$ cat config.mk
export PLATFORM = sky130hd
export DESIGN_NAME = spi_master_fifo
export DESIGN_NICKNAME = d
export VERILOG_FILES = /design/src/rtl/spi_master_fifo.sv
export SDC_FILE = /design/constraint.sdc
export NUM_CORES = 1
export LEC_CHECK = 0
export CAP_MARGIN = 20
export CELL_PAD_IN_SITES_DETAIL_PLACEMENT = 0
export CELL_PAD_IN_SITES_GLOBAL_PLACEMENT = 1
export CORE_MARGIN = 1.5
export CORE_UTILIZATION = 40
export CTS_CLUSTER_SIZE = 10
export DETAILED_ROUTE_END_ITERATION = 6
export PLACE_DENSITY_LB_ADDON = 0.1
export SYNTH_ARGS = -nofsm -noshare
export SYNTH_HDL_FRONTEND = slang
export SYNTH_SLANG_ARGS = --single-unit
$ cat constraint.sdc
create_clock -name masterClk -period 4.4 [get_ports masterClk]
set_input_delay 0.44 -clock masterClk [delete_from_list [all_inputs] [get_ports masterClk]]
set_output_delay 0.44 -clock masterClk [all_outputs]
set_load 0.02 [all_outputs]
$ cat src/rtl/spi_master_fifo.sv
// spi_master_fifo -- SPI master with TX/RX word FIFOs and valid/ready handshakes.
//
// Ports:
//   masterClk, rst         system clock; asynchronous active-high reset
//   enable                 engine may start new words while high
//   cpol, cpha             SPI mode (latched when a burst starts from IDLE)
//   prescaler_reg          SCK half-period = prescaler_reg+1 masterClk cycles
//   tx_data/tx_dc/tx_cs    TX word, its DC level and chip-select index
//   tx_valid/tx_ready      TX FIFO push handshake
//   rx_data                head of RX FIFO
//   rx_valid/rx_ready      RX FIFO pop handshake
//   ovf_clr, rx_overflow   sticky "received word dropped" flag and its clear
//   busy                   engine active or TX FIFO non-empty
//   MOSI, SCK, DC, CS      SPI pins (CS active low, one per slave)
//   MISO                   SPI data in

// Small show-ahead FIFO: o_head is the oldest entry whenever o_empty is low.
// Full/empty come from a registered count, so a pop frees a slot one cycle later.
module spi_master_fifo_q #(
    parameter int W     = 8,
    parameter int DEPTH = 4
) (
    input  logic         masterClk,
    input  logic         rst,
    input  logic         i_push,
    input  logic [W-1:0] i_data,
    input  logic         i_pop,
    output logic [W-1:0] o_head,
    output logic         o_full,
    output logic         o_empty
);
    localparam int AW = $clog2(DEPTH);

    logic [W-1:0]  r_mem [DEPTH];
    logic [AW-1:0] r_wr_ptr;
    logic [AW-1:0] r_rd_ptr;
    logic [AW:0]   r_count;
    logic          w_push;
    logic          w_pop;

    assign o_full  = (r_count == (AW+1)'(DEPTH));
    assign o_empty = (r_count == '0);
    assign w_push  = i_push && !o_full;
    assign w_pop   = i_pop && !o_empty;
    assign o_head  = r_mem[r_rd_ptr];

    // Storage carries no reset; only the pointers define what is valid.
    always_ff @(posedge masterClk) begin
        if (w_push) begin
            r_mem[r_wr_ptr] <= i_data;
        end
    end

    always_ff @(posedge masterClk or posedge rst) begin
        if (rst) begin
            r_wr_ptr <= '0;
            r_rd_ptr <= '0;
            r_count  <= '0;
        end else begin
            if (w_push) r_wr_ptr <= r_wr_ptr + 1'b1;
            if (w_pop)  r_rd_ptr <= r_rd_ptr + 1'b1;
            case ({w_push, w_pop})
                2'b10:   r_count <= r_count + 1'b1;
                2'b01:   r_count <= r_count - 1'b1;
                default: r_count <= r_count;
            endcase
        end
    end
endmodule

module spi_master_fifo #(
    parameter int DATA_W     = 8,
    parameter int FIFO_DEPTH = 4,
    parameter int NUM_CS     = 1,
    parameter int PRESC_W    = 16,
    localparam int CS_W      = (NUM_CS > 1) ? $clog2(NUM_CS) : 1
) (
    input  logic               masterClk,
    input  logic               rst,
    input  logic               enable,
    input  logic               cpol,
    input  logic               cpha,
    input  logic [PRESC_W-1:0] prescaler_reg,
    input  logic [DATA_W-1:0]  tx_data,
    input  logic               tx_dc,
    input  logic [CS_W-1:0]    tx_cs,
    input  logic               tx_valid,
    output logic               tx_ready,
    output logic [DATA_W-1:0]  rx_data,
    output logic               rx_valid,
    input  logic               rx_ready,
    input  logic               ovf_clr,
    output logic               rx_overflow,
    output logic               busy,
    output logic               MOSI,
    output logic               SCK,
    output logic               DC,
    output logic [NUM_CS-1:0]  CS,
    input  logic               MISO
);
    localparam int TXW = CS_W + 1 + DATA_W;
    localparam int EW  = $clog2(2 * DATA_W);
    localparam logic [EW-1:0] EDGE_LAST = EW'(2 * DATA_W - 1);

    typedef enum logic [1:0] {ST_IDLE, ST_SETUP, ST_SHIFT, ST_HOLD} state_t;

    state_t              r_state;
    logic [PRESC_W-1:0]  r_div;
    logic [PRESC_W-1:0]  r_presc;
    logic                r_cpol;
    logic                r_cpha;
    logic [EW-1:0]       r_edge;
    logic [DATA_W-1:0]   r_tx_sr;
    logic [DATA_W-1:0]   r_rx_sr;
    logic [CS_W-1:0]     r_cur_cs;
    logic                r_sck;
    logic                r_mosi;
    logic                r_dc;
    logic [NUM_CS-1:0]   r_cs;
    logic                r_ovf;

    logic [TXW-1:0]      w_tx_head;
    logic                w_tx_full;
    logic                w_tx_empty;
    logic                w_rx_full;
    logic                w_rx_empty;
    logic [DATA_W-1:0]   w_head_data;
    logic                w_head_dc;
    logic [CS_W-1:0]     w_head_cs;
    logic [NUM_CS-1:0]   w_cs_dec;
    logic                w_tick;
    logic                w_start;
    logic                w_hold_end;
    logic                w_chain;
    logic                w_tx_pop;

    spi_master_fifo_q #(.W(TXW), .DEPTH(FIFO_DEPTH)) u_tx_q (
        .masterClk (masterClk),
        .rst       (rst),
        .i_push    (tx_valid && tx_ready),
        .i_data    ({tx_cs, tx_dc, tx_data}),
        .i_pop     (w_tx_pop),
        .o_head    (w_tx_head),
        .o_full    (w_tx_full),
        .o_empty   (w_tx_empty)
    );

    spi_master_fifo_q #(.W(DATA_W), .DEPTH(FIFO_DEPTH)) u_rx_q (
        .masterClk (masterClk),
        .rst       (rst),
        .i_push    (w_hold_end),
        .i_data    (r_rx_sr),
        .i_pop     (rx_valid && rx_ready),
        .o_head    (rx_data),
        .o_full    (w_rx_full),
        .o_empty   (w_rx_empty)
    );

    assign w_head_data = w_tx_head[DATA_W-1:0];
    assign w_head_dc   = w_tx_head[DATA_W];
    assign w_head_cs   = w_tx_head[DATA_W+1 +: CS_W];

    // Active-low select pattern for the head entry; an out-of-range index
    // matches no line, so the word goes out with every CS high.
    for (genvar gi = 0; gi < NUM_CS; gi++) begin : g_cs_dec
        assign w_cs_dec[gi] = !(32'(w_head_cs) == gi);
    end

    assign w_tick     = (r_div == r_presc);
    assign w_start    = (r_state == ST_IDLE) && enable && !w_tx_empty;
    assign w_hold_end = (r_state == ST_HOLD) && w_tick;
    // Back-to-back only while the next word targets the same slave.
    assign w_chain    = w_hold_end && enable && !w_tx_empty && (w_head_cs == r_cur_cs);
    assign w_tx_pop   = w_start || w_chain;

    assign tx_ready    = !w_tx_full;
    assign rx_valid    = !w_rx_empty;
    assign rx_overflow = r_ovf;
    assign busy        = (r_state != ST_IDLE) || !w_tx_empty;
    assign MOSI        = r_mosi;
    assign SCK         = r_sck;
    assign DC          = r_dc;
    assign CS          = r_cs;

    always_ff @(posedge masterClk or posedge rst) begin
        if (rst) begin
            r_state  <= ST_IDLE;
            r_div    <= '0;
            r_presc  <= '0;
            r_cpol   <= 1'b0;
            r_cpha   <= 1'b0;
            r_edge   <= '0;
            r_tx_sr  <= '0;
            r_rx_sr  <= '0;
            r_cur_cs <= '0;
            r_sck    <= 1'b0;
            r_mosi   <= 1'b0;
            r_dc     <= 1'b0;
            r_cs     <= '1;
        end else begin
            // Half-period divider is parked at zero in IDLE so SETUP always
            // gets a full half-period.
            if (r_state == ST_IDLE || w_tick) r_div <= '0;
            else                              r_div <= r_div + 1'b1;

            case (r_state)
                ST_IDLE: begin
                    if (w_start) begin
                        r_state  <= ST_SETUP;
                        r_cpol   <= cpol;
                        r_cpha   <= cpha;
                        r_presc  <= prescaler_reg;
                        r_sck    <= cpol;
                        r_tx_sr  <= w_head_data;
                        r_dc     <= w_head_dc;
                        r_cur_cs <= w_head_cs;
                        r_cs     <= w_cs_dec;
                        if (!cpha) r_mosi <= w_head_data[DATA_W-1];
                    end
                end
                ST_SETUP: begin
                    if (w_tick) begin
                        r_state <= ST_SHIFT;
                        r_edge  <= '0;
                    end
                end
                ST_SHIFT: begin
                    if (w_tick) begin
                        r_sck <= ~r_sck;
                        // r_edge even = leading SCK edge, odd = trailing.
                        if (r_edge[0] == r_cpha) begin
                            r_rx_sr <= {r_rx_sr[DATA_W-2:0], MISO};
                        end else if (!r_cpha) begin
                            r_mosi  <= r_tx_sr[DATA_W-2];
                            r_tx_sr <= {r_tx_sr[DATA_W-2:0], 1'b0};
                        end else begin
                            r_mosi  <= r_tx_sr[DATA_W-1];
                            r_tx_sr <= {r_tx_sr[DATA_W-2:0], 1'b0};
                        end
                        if (r_edge == EDGE_LAST) r_state <= ST_HOLD;
                        else                     r_edge  <= r_edge + 1'b1;
                    end
                end
                ST_HOLD: begin
                    if (w_chain) begin
                        r_state <= ST_SETUP;
                        r_tx_sr <= w_head_data;
                        r_dc    <= w_head_dc;
                        if (!r_cpha) r_mosi <= w_head_data[DATA_W-1];
                    end else if (w_tick) begin
                        r_state <= ST_IDLE;
                        r_cs    <= '1;
                    end
                end
                default: r_state <= ST_IDLE;
            endcase
        end
    end

    // Sticky drop flag; a new drop wins over a simultaneous clear.
    always_ff @(posedge masterClk or posedge rst) begin
        if (rst) begin
            r_ovf <= 1'b0;
        end else if (w_hold_end && w_rx_full) begin
            r_ovf <= 1'b1;
        end else if (ovf_clr) begin
            r_ovf <= 1'b0;
        end
    end
endmodule

==> results.toml <==
[outcome]
status = "finished, final reports clean"

[die]
core-area_um2 = 15800
pin_count = 51
row_count = 46
start_util_pct = 40.9
die_h_um = 130
fp.dieArea_um2 = 16900
die_x_um = 130

[cts]
cts_hold_buf = 0
cts_max_level = 4
cts_root_buffer = "clkbuf_16"
cts.path.max_buffers = 2
post_cts_buffers = 0
clock_sinks = 147
clk_latency_ns = 0.41
cts_tree = "built"
numCtsBuffers = 17
path_clk_slew_ns = 0.06
post_cts_resized = 0

[cells_and_area]
most-common-layout-cells = "dfrtp_1 (74), edfxtp_1 (72), clkdlybuf4s50_1 (50), nand2_1 (41), nor2_1 (33)"
drive_above_1_share_pct = 13.9
area_growth_pct = 21.5
post-route-util_pct = 49.6
design_area_um2 = 7860
final_common_cell = "dfrtp_1"
layout.nets = 567
diodes = 0

[critical_path]
start_kind = "flop"
r2r_slack_ns = 1.50
critPathCaptureType = "flop"
cp_data_required_time_ns = 4.74
crit_path_max_fanout = 11
cp_data_arrival_time_ns = 3.24
crit_type = "reg -> reg"

[grt]
grt_util_met1_pct = 19.9
grt_start_max_net_pins = 37
met2_usage_pct = 24.6
globalRouteOverflowTotal = 0
grt.total_usage_pct = 15.3
use_met3_pct = 4.84
grt_pass1_wl_mm = 19.5
antenna_found_initial = 0
grt_pass1_vias = 3790
grt-busiest-layer = "met2"

[power_and_ir_drop]
p_leak_nw = 3.12
power_density_nw_per_um2 = 660
vdd_drop_max_mv = 0.402

[worst_hold_path]
hp-class = "in -> async"

[sta]
slew_headroom_pct = 56.8
final_max_slew_viol_count = 0
worstMarginPinSlew_ns = 0.648
setup_violations = 0
fin_crit_sh_pct = 65.9
min_period_ns = 2.90
max_freq_mhz = 345
finClkSkew_ns = 0.00882
rsz0062_at_grt = "no"
hold_violations = 0
setup_tns_ns = 0

[place]
hpwl_mm = 7.72
place_area_um2 = 7200
gp_congestion = 0.699
port_buffers = 50

[routing]
drc = 0
viasPerCell = 4.85
dr_total_vias = 3595
drtIter0Drc = 115
drt_wl_total_mm = 11.4
ant_nets = 0
wl_per_cell_um = 15.3
first_pass_iters = 4

[logic_synthesis]
synth.avg_cell_area_um2 = 14.2
synth_flop_cell = "dfrtp_1"
syn_inst = 455
seq_area_frac_synth_pct = 62.5
netlist_area_um2 = 6470
synth_nets = 509
async_reset_ff_share_pct = 51.0
synth_edf_count = 72
ys_warn_count = 0
yosys.cell_types.count = 48
ys_seq_elements = 147

[job]
maxCapViolations = 0
-- per-layer routing --
metal	share of wire (%)	wire length [um]	vias to the layer above
li1	-	-	1737
met3	3.2	367	14
met1	47	5380	1794
met4	1.3	143	0
met5	0	0	-
met2	48	5460	50
-- metrics by stage --
step	std cells	hold slack (ns)	power (W)	worst slack (ns)
2_1_floorplan	455	0.458	0.00321	1.85
3_3_place_gp	710	0.471	0.00364	1.58
3_5_place_dp	710	0.475	0.00366	1.52
4_1_cts	742	0.361	0.00528	1.48
5_1_grt	742	0.399	0.00553	1.29
6_report	742	0.359	0.00519	1.50
-- flip-flops by register name, summed over array words and instances, names as in the netlist, 3 cells and up --
register,count
u_tx_q.r_count,3
u_tx_q.r_mem,40
r_tx_sr,8
r_rx_sr,8
r_div,16
r_presc,16
r_edge,4
u_rx_q.r_mem,32
u_rx_q.r_count,3
-- final cells by class --
| type | count | area [um^2] |
|---|---|---|
| clock buffers | 20 | 457 |
| clock inverters | 12 | 201 |
| fillers | 1357 | 7970 |
| inverters | 21 | 78.8 |
| multi-input cells | 271 | 2270 |
| flip-flops and latches | 147 | 4040 |
| well taps | 216 | 270 |
| repair buffers | 55 | 538 |
-- Yosys cell counts (4+ instances only) --
library cell	number	area share, %
mux2i_1	4	0.62
buf_2	4	0.31
nand3_1	9	0.70
inv_1	20	1.2
a21oi_1	6	0.46
xnor2_1	12	1.6
dfrtp_1	74	29
mux2_1	30	5.2
xor2_1	30	4.1
nor3_1	5	0.39
mux4_2	18	6.3
nor2_1	33	1.9
o21ai_1	4	0.31
nand4_1	5	0.48
mux2_2	8	1.4
edfxtp_1	72	33
ha_1	17	3.3
and2_1	9	0.87
clkbuf_1	9	0.52
nand2_1	41	2.4
and3_1	9	0.87
-- path summary, 6_finish.rpt --
check / start / to / depth (start not counted)
max: u_tx_q.r_rd_ptr[1] / u_tx_q.r_count[2] / 10
min: rst / r_presc[1] / 2
max reg2reg: u_tx_q.r_rd_ptr[1] / u_tx_q.r_count[2] / 10
min reg2reg: r_tx_sr[7] / r_tx_sr[7] / 1
max in group asynchronous: rst / CS / 3
min in group masterClk: r_tx_sr[7] / r_tx_sr[7] / 1
-- report_power, final --
part / total (W) / switching, W / internal (W)
Combinational: 0.00155 / 0.000779 / 0.000773
Clock: 0.00158 / 0.000545 / 0.00104
Sequential: 0.00205 / 0.000271 / 0.00178
-- cells by family (layout without fill, tap and decap cells) --
kind of cell             after synthesis  count (layout)  synth area share [%]
flip-flops                           147             147                  62.5
AND/OR/NAND/NOR                      122             122                  8.88
multiplexers                          60              60                  13.5
XOR/XNOR                              43              43                  5.94
buffers and inverters                 37             108                  2.40
AO/OA/AOI/OAI                         27              27                  2.88
adder cells (fa/ha/maj)               19              19                  3.91
-- critical path: stages, from the launching register on --
cell and delay [ns]:
dfrtp_1 0.67, mux4_2 0.44, xnor2_2 0.18, nand2_2 0.11
o31ai_2 0.34, ha_1 0.24, inv_1 0.06, fa_1 0.37
xor2_1 0.16, nor2_1 0.12, xor2_1 0.15
Note: power is estimated with default switching activity, not from simulation.
